--- src/rtl/i2c_ahb_master_bridge.sv ---
// Single-word AHB-Lite master fed by write/read request pulses from the I2C front end.
// Holds one pending write and one pending read; owns wait states, error responses and timeouts.
module i2c_ahb_master_bridge #(
  parameter int unsigned TIMEOUT_CYC = 255,
  parameter int unsigned CNT_W       = 8
) (
  input  logic        clk_i,
  input  logic        rst_i,
  input  logic        w_valid_i,
  input  logic [31:0] waddr_i,
  input  logic [31:0] wdata_i,
  input  logic        r_valid_i,
  input  logic [31:0] raddr_i,
  output logic [31:0] rdata_o,
  output logic        rd_done_o,
  output logic        wr_done_o,
  output logic        err_vld_o,
  output logic [1:0]  err_code_o,
  output logic        overrun_o,
  output logic        busy_o,
  output logic [31:0] haddr_o,
  output logic [1:0]  htrans_o,
  output logic        hwrite_o,
  output logic [2:0]  hsize_o,
  output logic [2:0]  hburst_o,
  output logic [31:0] hwdata_o,
  input  logic [31:0] hrdata_i,
  input  logic        hready_i,
  input  logic        hresp_i
);

  localparam logic [1:0] S_IDLE = 2'd0;
  localparam logic [1:0] S_ADDR = 2'd1;
  localparam logic [1:0] S_DATA = 2'd2;

  localparam logic [1:0] HT_IDLE   = 2'b00;
  localparam logic [1:0] HT_NONSEQ = 2'b10;

  localparam logic [1:0] E_HRESP = 2'b01;
  localparam logic [1:0] E_TMO   = 2'b10;
  localparam logic [1:0] E_ALIGN = 2'b11;

  localparam logic             TMO_EN   = (TIMEOUT_CYC != 0);
  localparam logic [CNT_W-1:0] TMO_LAST = CNT_W'(TIMEOUT_CYC - 1);

  logic [1:0]       state_q, state_d;
  logic             wr_pend_q, wr_pend_d, rd_pend_q, rd_pend_d;
  logic [31:0]      wr_addr_q, wr_addr_d, wr_data_q, wr_data_d, rd_addr_q, rd_addr_d;
  logic [31:0]      cur_wdata_q, cur_wdata_d;
  logic [31:0]      haddr_q, haddr_d, hwdata_q, hwdata_d, rdata_q, rdata_d;
  logic [1:0]       htrans_q, htrans_d, err_code_q, err_code_d;
  logic             hwrite_q, hwrite_d;
  logic             rd_done_q, rd_done_d, wr_done_q, wr_done_d, err_vld_q, err_vld_d;
  logic             overrun_q, overrun_d, busy_q, busy_d;
  logic [CNT_W-1:0] cnt_q, cnt_d;
  logic             issue_wr, issue_rd, tmo_hit;

  assign tmo_hit = TMO_EN && (cnt_q == TMO_LAST);

  always_comb begin
    state_d     = state_q;
    haddr_d     = haddr_q;
    htrans_d    = htrans_q;
    hwrite_d    = hwrite_q;
    hwdata_d    = hwdata_q;
    cur_wdata_d = cur_wdata_q;
    rdata_d     = rdata_q;
    err_code_d  = err_code_q;
    cnt_d       = cnt_q;
    rd_done_d   = 1'b0;
    wr_done_d   = 1'b0;
    err_vld_d   = 1'b0;
    issue_wr    = 1'b0;
    issue_rd    = 1'b0;

    case (state_q)
      S_IDLE: begin
        if (wr_pend_q) begin
          issue_wr = 1'b1;
          if (wr_addr_q[1:0] != 2'b00) begin
            err_vld_d  = 1'b1;
            err_code_d = E_ALIGN;
          end else begin
            haddr_d     = wr_addr_q;
            hwrite_d    = 1'b1;
            htrans_d    = HT_NONSEQ;
            cur_wdata_d = wr_data_q;
            cnt_d       = '0;
            state_d     = S_ADDR;
          end
        end else if (rd_pend_q) begin
          issue_rd = 1'b1;
          if (rd_addr_q[1:0] != 2'b00) begin
            err_vld_d  = 1'b1;
            err_code_d = E_ALIGN;
          end else begin
            haddr_d  = rd_addr_q;
            hwrite_d = 1'b0;
            htrans_d = HT_NONSEQ;
            cnt_d    = '0;
            state_d  = S_ADDR;
          end
        end
      end
      S_ADDR: begin
        if (hready_i) begin
          htrans_d = HT_IDLE;
          cnt_d    = '0;
          if (hwrite_q) hwdata_d = cur_wdata_q;
          state_d  = S_DATA;
        end else if (tmo_hit) begin
          htrans_d   = HT_IDLE;
          err_vld_d  = 1'b1;
          err_code_d = E_TMO;
          state_d    = S_IDLE;
        end else begin
          cnt_d = cnt_q + 1'b1;
        end
      end
      S_DATA: begin
        if (hready_i) begin
          cnt_d   = '0;
          state_d = S_IDLE;
          if (hresp_i) begin
            err_vld_d  = 1'b1;
            err_code_d = E_HRESP;
          end else if (hwrite_q) begin
            wr_done_d = 1'b1;
          end else begin
            rd_done_d = 1'b1;
            rdata_d   = hrdata_i;
          end
        end else if (tmo_hit) begin
          err_vld_d  = 1'b1;
          err_code_d = E_TMO;
          state_d    = S_IDLE;
        end else begin
          cnt_d = cnt_q + 1'b1;
        end
      end
      default: state_d = S_IDLE;
    endcase
  end

  // A pulse in the issue cycle refills the freed slot, so it is not an overrun.
  always_comb begin
    wr_addr_d = w_valid_i ? waddr_i : wr_addr_q;
    wr_data_d = w_valid_i ? wdata_i : wr_data_q;
    rd_addr_d = r_valid_i ? raddr_i : rd_addr_q;
    wr_pend_d = w_valid_i | (wr_pend_q & ~issue_wr);
    rd_pend_d = r_valid_i | (rd_pend_q & ~issue_rd);
    overrun_d = (w_valid_i & wr_pend_q & ~issue_wr) | (r_valid_i & rd_pend_q & ~issue_rd);
    busy_d    = (state_d != S_IDLE) | wr_pend_d | rd_pend_d;
  end

  always_ff @(posedge clk_i or posedge rst_i) begin
    if (rst_i) begin
      state_q     <= S_IDLE;
      wr_pend_q   <= 1'b0;
      rd_pend_q   <= 1'b0;
      wr_addr_q   <= '0;
      wr_data_q   <= '0;
      rd_addr_q   <= '0;
      cur_wdata_q <= '0;
      haddr_q     <= '0;
      htrans_q    <= HT_IDLE;
      hwrite_q    <= 1'b0;
      hwdata_q    <= '0;
      rdata_q     <= '0;
      err_code_q  <= 2'b00;
      cnt_q       <= '0;
      rd_done_q   <= 1'b0;
      wr_done_q   <= 1'b0;
      err_vld_q   <= 1'b0;
      overrun_q   <= 1'b0;
      busy_q      <= 1'b0;
    end else begin
      state_q     <= state_d;
      wr_pend_q   <= wr_pend_d;
      rd_pend_q   <= rd_pend_d;
      wr_addr_q   <= wr_addr_d;
      wr_data_q   <= wr_data_d;
      rd_addr_q   <= rd_addr_d;
      cur_wdata_q <= cur_wdata_d;
      haddr_q     <= haddr_d;
      htrans_q    <= htrans_d;
      hwrite_q    <= hwrite_d;
      hwdata_q    <= hwdata_d;
      rdata_q     <= rdata_d;
      err_code_q  <= err_code_d;
      cnt_q       <= cnt_d;
      rd_done_q   <= rd_done_d;
      wr_done_q   <= wr_done_d;
      err_vld_q   <= err_vld_d;
      overrun_q   <= overrun_d;
      busy_q      <= busy_d;
    end
  end

  assign rdata_o    = rdata_q;
  assign rd_done_o  = rd_done_q;
  assign wr_done_o  = wr_done_q;
  assign err_vld_o  = err_vld_q;
  assign err_code_o = err_code_q;
  assign overrun_o  = overrun_q;
  assign busy_o     = busy_q;
  assign haddr_o    = haddr_q;
  assign htrans_o   = htrans_q;
  assign hwrite_o   = hwrite_q;
  assign hsize_o    = 3'b010;
  assign hburst_o   = 3'b000;
  assign hwdata_o   = hwdata_q;

endmodule

--- config.mk ---
export PLATFORM = sky130hd
export DESIGN_NAME = i2c_ahb_master_bridge
export DESIGN_NICKNAME = d
export VERILOG_FILES = /design/src/rtl/i2c_ahb_master_bridge.sv
export SDC_FILE = /design/constraint.sdc
export NUM_CORES = 1
export LEC_CHECK = 0
export BUFFER_PORTS_ARGS = -buffer_cell sky130_fd_sc_hd__buf_2
export CAP_MARGIN = 10
export CORE_MARGIN = 4
export CORE_UTILIZATION = 45
export CTS_CLUSTER_DIAMETER = 80
export CTS_CLUSTER_SIZE = 25
export DETAILED_ROUTE_END_ITERATION = 8
export PLACE_DENSITY_LB_ADDON = 0.15
export SLEW_MARGIN = 20
export SYNTH_ARGS = -nofsm -noshare
export SYNTH_HDL_FRONTEND = slang
export SYNTH_SLANG_ARGS = --single-unit
--- constraint.sdc ---
create_clock -name clk_i -period 24.5 [get_ports clk_i]
set_input_delay 3.675 -clock clk_i [delete_from_list [all_inputs] [get_ports clk_i]]
set_output_delay 3.675 -clock clk_i [all_outputs]
set_load 0.02 [all_outputs]
* After elaboration in Yosys (flattened, before gate mapping) *
Cells that the tools add are included.
Widths: inputs -> output; s select.

storage, ports and cells
  register bits after elaboration = 246
  input port bits = 134
  output and inout bits = 112
  word-level logic and storage cells = 127

cells by class
  multiplexer cells = 61
  bitwise gates (word level) = 16
  add/sub/neg operators = 1
  equality and inequality tests = 14
  reductions and logical operators = 16

operator list
  kind                 count
  $mux 32              4
  $mux 8               6
  $mux 2               21
  $mux 1               25
  $ne 3x3->1 const B   8
  $pmux 8 s2           1
  $pmux 2 s3           2
  $reduce_bool 2->1    6
  $reduce_and 5->1     2
  $add 8x1->8 const B  1
  $eq 8x8->1 const B   1
  $reduce_and 4->1     2
  $and 1x1->1          6
  $ne 2x2->1 const B   3
  $reduce_and 3->1     2
  $reduce_and 6->1     1
  $not 1->1            5
  $or 1x1->1           5
  $pmux 2 s2           1
  $pmux 1 s3           1
  $reduce_bool 3->1    1
  $eq 2x1->1 const B   1
  $eq 2x2->1 const B   1
  $logic_not 2->1      1
  $reduce_or 2->1      1

* Depth between registers and ports, before layout *
Gate-level depths: netlist of the first run.

  depth in word-level cells = 8
  mapped depth = 7
  gate-level depth less buffers = 6

* Worst setup path before layout of the first run *
Ideal clock, no wire load.

  path type = in2reg
  start point = input port r_valid_i
  end point = register rd_addr_q[0]
  library setup time = 0.125 ns
  arrival time = 4.590 ns
  stages = 3
  buffers on the path = 2
  data required time = 24.375 ns
  slack = 19.785 ns
  cells stage by stage = clkbuf_1 > clkbuf_1 > mux2_2

RTL lines
  what                  line  text
  from (decl)           12    input logic r_valid_i,
  to (signal assigned)  183   rd_addr_q <= rd_addr_d;
  to (decl)             48    logic [31:0] wr_addr_q, wr_addr_d, wr_data_q, wr_data_d, rd_addr_q, rd_addr_d;

No word-level cell between the ends.

==> results of run 1 <==
cells in the final DEF (no fill, tap or decap), types with 6 or more instances in the layout:
master	netlist	routed
buf_4	15	7
inv_1	14	13
mux2_2	192	192
mux2i_1	31	31
clkbuf_16	0	15
conb_1	2	7
a21oi_1	9	9
nand2_1	41	41
dfrtp_1	245	244
buf_2	13	238
nor2_1	6	6
o21ai_0	40	40
ha_1	7	7
cell usage after synthesis, drive strengths merged (2+ instances only):
master,count
a21o,3
a21oi,9
a311oi,2
a31oi,3
and2,2
and3,3
buf,28
clkbuf,10
conb,2
dfrtp,245
ha,7
inv,14
mux2,192
mux2i,31
nand2,41
nand3,4
nand4,2
nor2,7
nor2b,3
nor3,2
nor3b,3
o21ai,45
o22ai,2
o31ai,2
or4,2
worst max-delay path by stage:
stage          start  cells after the start             to  slack, ps
2_1_floorplan  rst_i                      1         busy_o      14100
3_3_place_gp   rst_i                      4  rd_addr_q[14]      18420
3_5_place_dp   rst_i                      4  rd_addr_q[14]      18430
4_1_cts        rst_i                      4   rd_addr_q[9]      18960
5_1_grt        rst_i                      4    haddr_o[14]      18640
6_report       rst_i                      4     rdata_o[9]      19110
report_power, final:
| group | total, mW | switching [mW] | internal [mW] |
|---|---|---|---|
| logic | 0.416 | 0.236 | 0.179 |
| clock network | 0.257 | 0.130 | 0.127 |
| registers | 0.588 | 0.0613 | 0.527 |
area by class of cell:
type	count	area (sq um)
fill	1850	9590
timing repair buffer	245	1240
clock buffer	17	393
clock inverter	5	62.6
sequential	245	6130
antenna	2	5.00
tap	275	344
inverter	14	60.1
multi-input combinational	388	3460
worst max-delay path, stage by stage:
cell,delay (ps)
buf_2,130
inv_8,570
buf_4,800
buf_4,680
flip-flops by register name (all words and copies together), names as in the netlist, 8 cells and up:
register / count
rd_addr_q: 32
cnt_q: 8
cur_wdata_q: 32
hwdata_o: 32
haddr_o: 32
wr_addr_q: 32
wr_data_q: 32
rdata_o: 32
kinds of logic (layout without fill, tap and decap cells):
logic type                 Yosys count  after routing  share of synthesized area, %
muxes                              223            223                          25.1
adders and majority gates            7              7                         0.891
buffers and inverters               52            281                          2.75
DFF                                245            245                          62.4
other                                2              9                        0.0764
AOI/OAI and AO/OA                   77             77                          4.78
and+or+nand+nor                     74             74                          4.00
through the flow:
step	utilization, %	hold slack (ps)	cells	cell area, sq um	worst slack (ps)
2_1_floorplan	-	475	685	9850	14100
3_3_place_gp	52.8	458	1167	11200	18420
3_5_place_dp	52.8	470	1167	11200	18430
4_1_cts	54.9	492	1189	11700	18960
5_1_grt	55.0	502	1191	11700	18640
6_report	55.0	483	1191	11700	19110
per-layer routing:
layer  vias to the layer above  global-route usage [%]  share of wire, %
li1                       2848                       -                 -
met1                      3009                    21.8                43
met2                       178                    26.1                46
met3                        26                    5.55               8.8
met4                         6                    2.96               1.8
met5                         -                       0              0.17
==> flow_summary.yaml, run 1 <==
outcome:
  status: "completed"
global_route:
  track_usage_pct: 16.2
  grt_max_degree: 125
  grt_pass1_vias: 6196
  antenna_found_initial: 5
  grt_overflow_total: 0
  grt_pass1_wl_mm: 32.3
sta:
  fmax_mhz: 185
  layout_min_cycle_time_ps: 5390
  finalCritPeriodShare_pct: 22.0
  hold_viol: 0
  slew_violations: 0
  setup_violations: 0
  finalSetupTns_ps: 0
  skew_ps: 11.2
  rsz0062_at_grt: "false"
  relSlewSlack_pct: 29.5
  worst_pin_slew_ps: 1060
worst_setup_path:
  r2r_cells: 5
  crit_type: "primary input to asynchronous set/reset pin"
  r2r_slack_ps: 21900
  worst_setup_path_start_kind: "primary input"
  critPathMaxFanout: 124
  reg2reg_to: "err_code_o[1]"
  arrival_ps: 5930
  end_kind: "asynchronous set/reset pin"
  critPathRequiredTime_ps: 25040
  reg2reg_from: "wr_pend_q"
synth:
  yosysSeqAreaShare_pct: 62.4
  synthCells: 680
  netlist.area_leader.share_pct: 62.4
  synth_ff_type: "dfrtp_1"
  yosysWarnings: 0
  synthArstFlopShare_pct: 100
  synth_area_per_cell_sq_um: 14.5
  ys_types: 49
  synth-seq-cells: 245
  syn-cell-area_sq_um: 9830
  synth_top_cell_by_area: "dfrtp_1"
  synth_edf_count: 0
  yosys-top-cells-area: "dfrtp_1, mux2_2, mux2i_1"
die:
  die-area_sq_um: 24300
  core_area_sq_um: 21300
  die_h_um: 156
  die_w_um: 156
  io_pins: 246
  num_rows: 53
  start_util_pct: 46.2
pwr:
  powerDensity_nw_per_um2: 108
  p_leak_nw: 5.67
  ir_worst_vdd_uv: 62.0
  finalPower_mw: 1.26
routing:
  antenna_left: 0
  vias: 6067
  route.final.wire_length_mm: 19.9
  wl_per_cell_um: 16.7
  drc: 0
  viasPerCell: 5.09
  firstDrtPassIters: 4
  drt_iter0_drc: 183
cells_and_area:
  area_growth_syn_to_layout_pct: 19.0
  final_nets: 1049
  drive_gt1_share_pct: 51.5
cts:
  hold_buffers: 0
  clock_path_buffers: 3
  cts_htree_levels: 1
  worstSkewPairLatency_ps: 470
  cts_root_buf: "clkbuf_16"
  ctsResizeCount: 0
  clk_pin_slew_ps: 90
  postCtsSetupRepairBufs: 0
  cts_tree: "done"
  clock_sinks: 245
  cts_made_buffers: 14
min_path:
  min_from: "haddr_o[14]"
  min_path_cells: 2
  hold_class: "register to register"
  hold_end: "haddr_o[14]"
placed_design:
  io_buffer_count: 238
  dp_hpwl_mm: 13.6
  place_congestion: 0.765
run:
  cap_violations: 0
Power figures use the tool's default switching activity.
==> inputs of run 2 (changes only) <==
==> constraint.sdc (replaced) <==
create_clock -name clk_i -period 5.1 [get_ports clk_i]
set_input_delay 0.765 -clock clk_i [delete_from_list [all_inputs] [get_ports clk_i]]
set_output_delay 0.765 -clock clk_i [all_outputs]
set_load 0.02 [all_outputs]
==> run 2 against run 1 <==
Via count down 1.0%; sequential power rose to 4.8 times the previous value; final cell count shrank 0.17%; wire length rose by 1.2%; global-route usage grew 0.051 points; register-to-register slack got worse by 19000 ps; largest power group unchanged; sequential share of layout area is 0.078 points lower; non-clock buffer count increased by 1; critical path depth rose by 2; highest routed layer unchanged.
==> flow_summary.yaml, run 2 (same netlist as run 1, synthesis figures left out) <==
cells_and_area:
  final_cell_mix: "dfrtp_1, buf_2, mux2_2, nand2_1, o21ai_0"
  antenna_cells: 0
  layout.cells.most_common: "dfrtp_1"
  area_growth_syn_to_layout_pct: 19.2
  final_util_pct: 55.0
  final_nets: 1050
  drive_gt1_share_pct: 51.5
placed_design:
  place_congestion: 0.766
  dp_hpwl_mm: 14.0
  io_buffer_count: 238
pwr:
  pwr-share-comb_pct: 32.5
  powerDensity_nw_per_um2: 519
  switching_share_pct: 33.9
  finalPower_mw: 6.08
  ir_worst_vdd_uv: 251
  clkPwrFrac_pct: 20.6
  p_leak_nw: 5.67
  p_sw_mw: 2.07
  internal-power_mw: 4.02
  seq_power_share_pct: 46.9
routing:
  wl_per_cell_um: 16.9
  drt_iter0_drc: 216
  firstDrtPassIters: 4
  route.final.wire_length_mm: 20.1
  vias: 6006
  drc: 0
  antenna_left: 0
  viasPerCell: 5.05
die:
  core_area_sq_um: 21300
  die_h_um: 156
  io_pins: 246
  start_util_pct: 46.2
  die_w_um: 156
  die-area_sq_um: 24300
  num_rows: 53
min_path:
  hold_class: "primary input to asynchronous set/reset pin"
worst_setup_path:
  critPathMaxFanout: 39
  crit_path_start: "wr_pend_q"
  critPathRequiredTime_ps: 5450
  crit_type: "register to register"
  arrival_ps: 2980
  worst_setup_path_start_kind: "register"
  cp_slowest_cell: "dfrtp_2"
  max_stage_delay_ps: 710
  path_common_cell: "buf_4"
  reg2reg_from: "wr_pend_q"
  end_kind: "register"
  r2r_slack_ps: 2470
  crit_chain: "buf_4 -> nor4b_4 -> o21ai_4 -> buf_4 -> a21o_1 -> o21ai_0"
outcome:
  status: "completed"
sta:
  finalSetupTns_ps: 0
  layout_min_cycle_time_ps: 2630
  hold_viol: 0
  slew_violations: 0
  relSlewSlack_pct: 31.0
  worst_pin_slew_ps: 1040
  skew_ps: 13.2
  finalCritPeriodShare_pct: 51.6
  rsz0062_at_grt: "false"
  fmax_mhz: 380
  hold_slack_ps: 396
  setup_violations: 0
global_route:
  grt_pass1_wl_mm: 32.3
  grt_max_degree: 110
  track_usage_pct: 16.3
  antenna_found_initial: 3
  grt_pass1_vias: 6171
  grt_overflow_total: 0
cts:
  hold_buffers: 0
  clock_path_buffers: 3
  cts_root_buf: "clkbuf_16"
  cts_made_buffers: 14
  postCtsSetupRepairBufs: 0
  worstSkewPairLatency_ps: 480
  clock_sinks: 245
  clk_pin_slew_ps: 100
  cts_tree: "done"
  ctsResizeCount: 0
  cts_htree_levels: 1
run:
  cap_violations: 0
## run 2: cell types whose count changed in the layout (fill, tap and decap cells not counted), sizes merged
| cell | before | now |
|---|---|---|
| buf | 245 | 246 |
| diode | 2 | 0 |
| clkinv | 2 | 1 |
| clkbuf | 17 | 18 |
| inv | 15 | 14 |
## run 2: final timing paths
| kind | to | cells after the start |
|---|---|---|
| worst max-delay path | htrans_o[1] | 6 |
| worst min-delay path | rd_addr_q[8] | 2 |
| worst max register to register | htrans_o[1] | 6 |
| worst min register to register | haddr_o[11] | 2 |
| max in group asynchronous | rd_addr_q[30] | 3 |
| min in group clk_i | haddr_o[11] | 2 |
## run 2: final cells by class
type                            count  area (sq um)
Tap cell                          275           344
Timing Repair Buffer              246          1260
Clock buffer                       18           407
Clock inverter                      3          55.1
Multi-Input combinational cell    388          3460
Fill cell                        1826          9570
Inverter                           14          56.3
Sequential cell                   245          6130
## run 2: worst max-delay path: cells and delay by family, from the launching register on
family / cells / cell delay, ps
buffers and inverters: 2 / 890
AOI/OAI and AO/OA: 3 / 760
DFF: 1 / 710
and+or+nand+nor: 1 / 130
## run 2: power by group through the flow
stage                     Clock, mW  Sequential (mW)  Combinational, mW
after detailed placement          0             2.90               2.01
after CTS                      1.31             2.87               2.01
final                          1.26             2.85               1.98
after global routing           1.39             2.94               2.15
after global placement            0             2.90               1.97
after floorplan                   0             3.30              0.921
## run 2: metrics by stage
stage / area [sq um] / cells / worst slack [ps]
floorplan: 9850 / 685 / 1120
global placement: 11300 / 1168 / 2480
detailed placement: 11300 / 1168 / 2430
CTS: 11700 / 1189 / 2380
global route: 11700 / 1189 / 2220
finish: 11700 / 1189 / 2470
## run 2: per-layer routing
layer	share of wire [%]	global-route usage (%)	wire [um]	vias to the layer above
li1	-	-	-	2843
met1	44	22.0	8950	2963
met2	46	26.1	9210	178
met3	8.8	5.58	1770	16
met4	0.78	2.67	156	6
met5	0.21	0	43	-
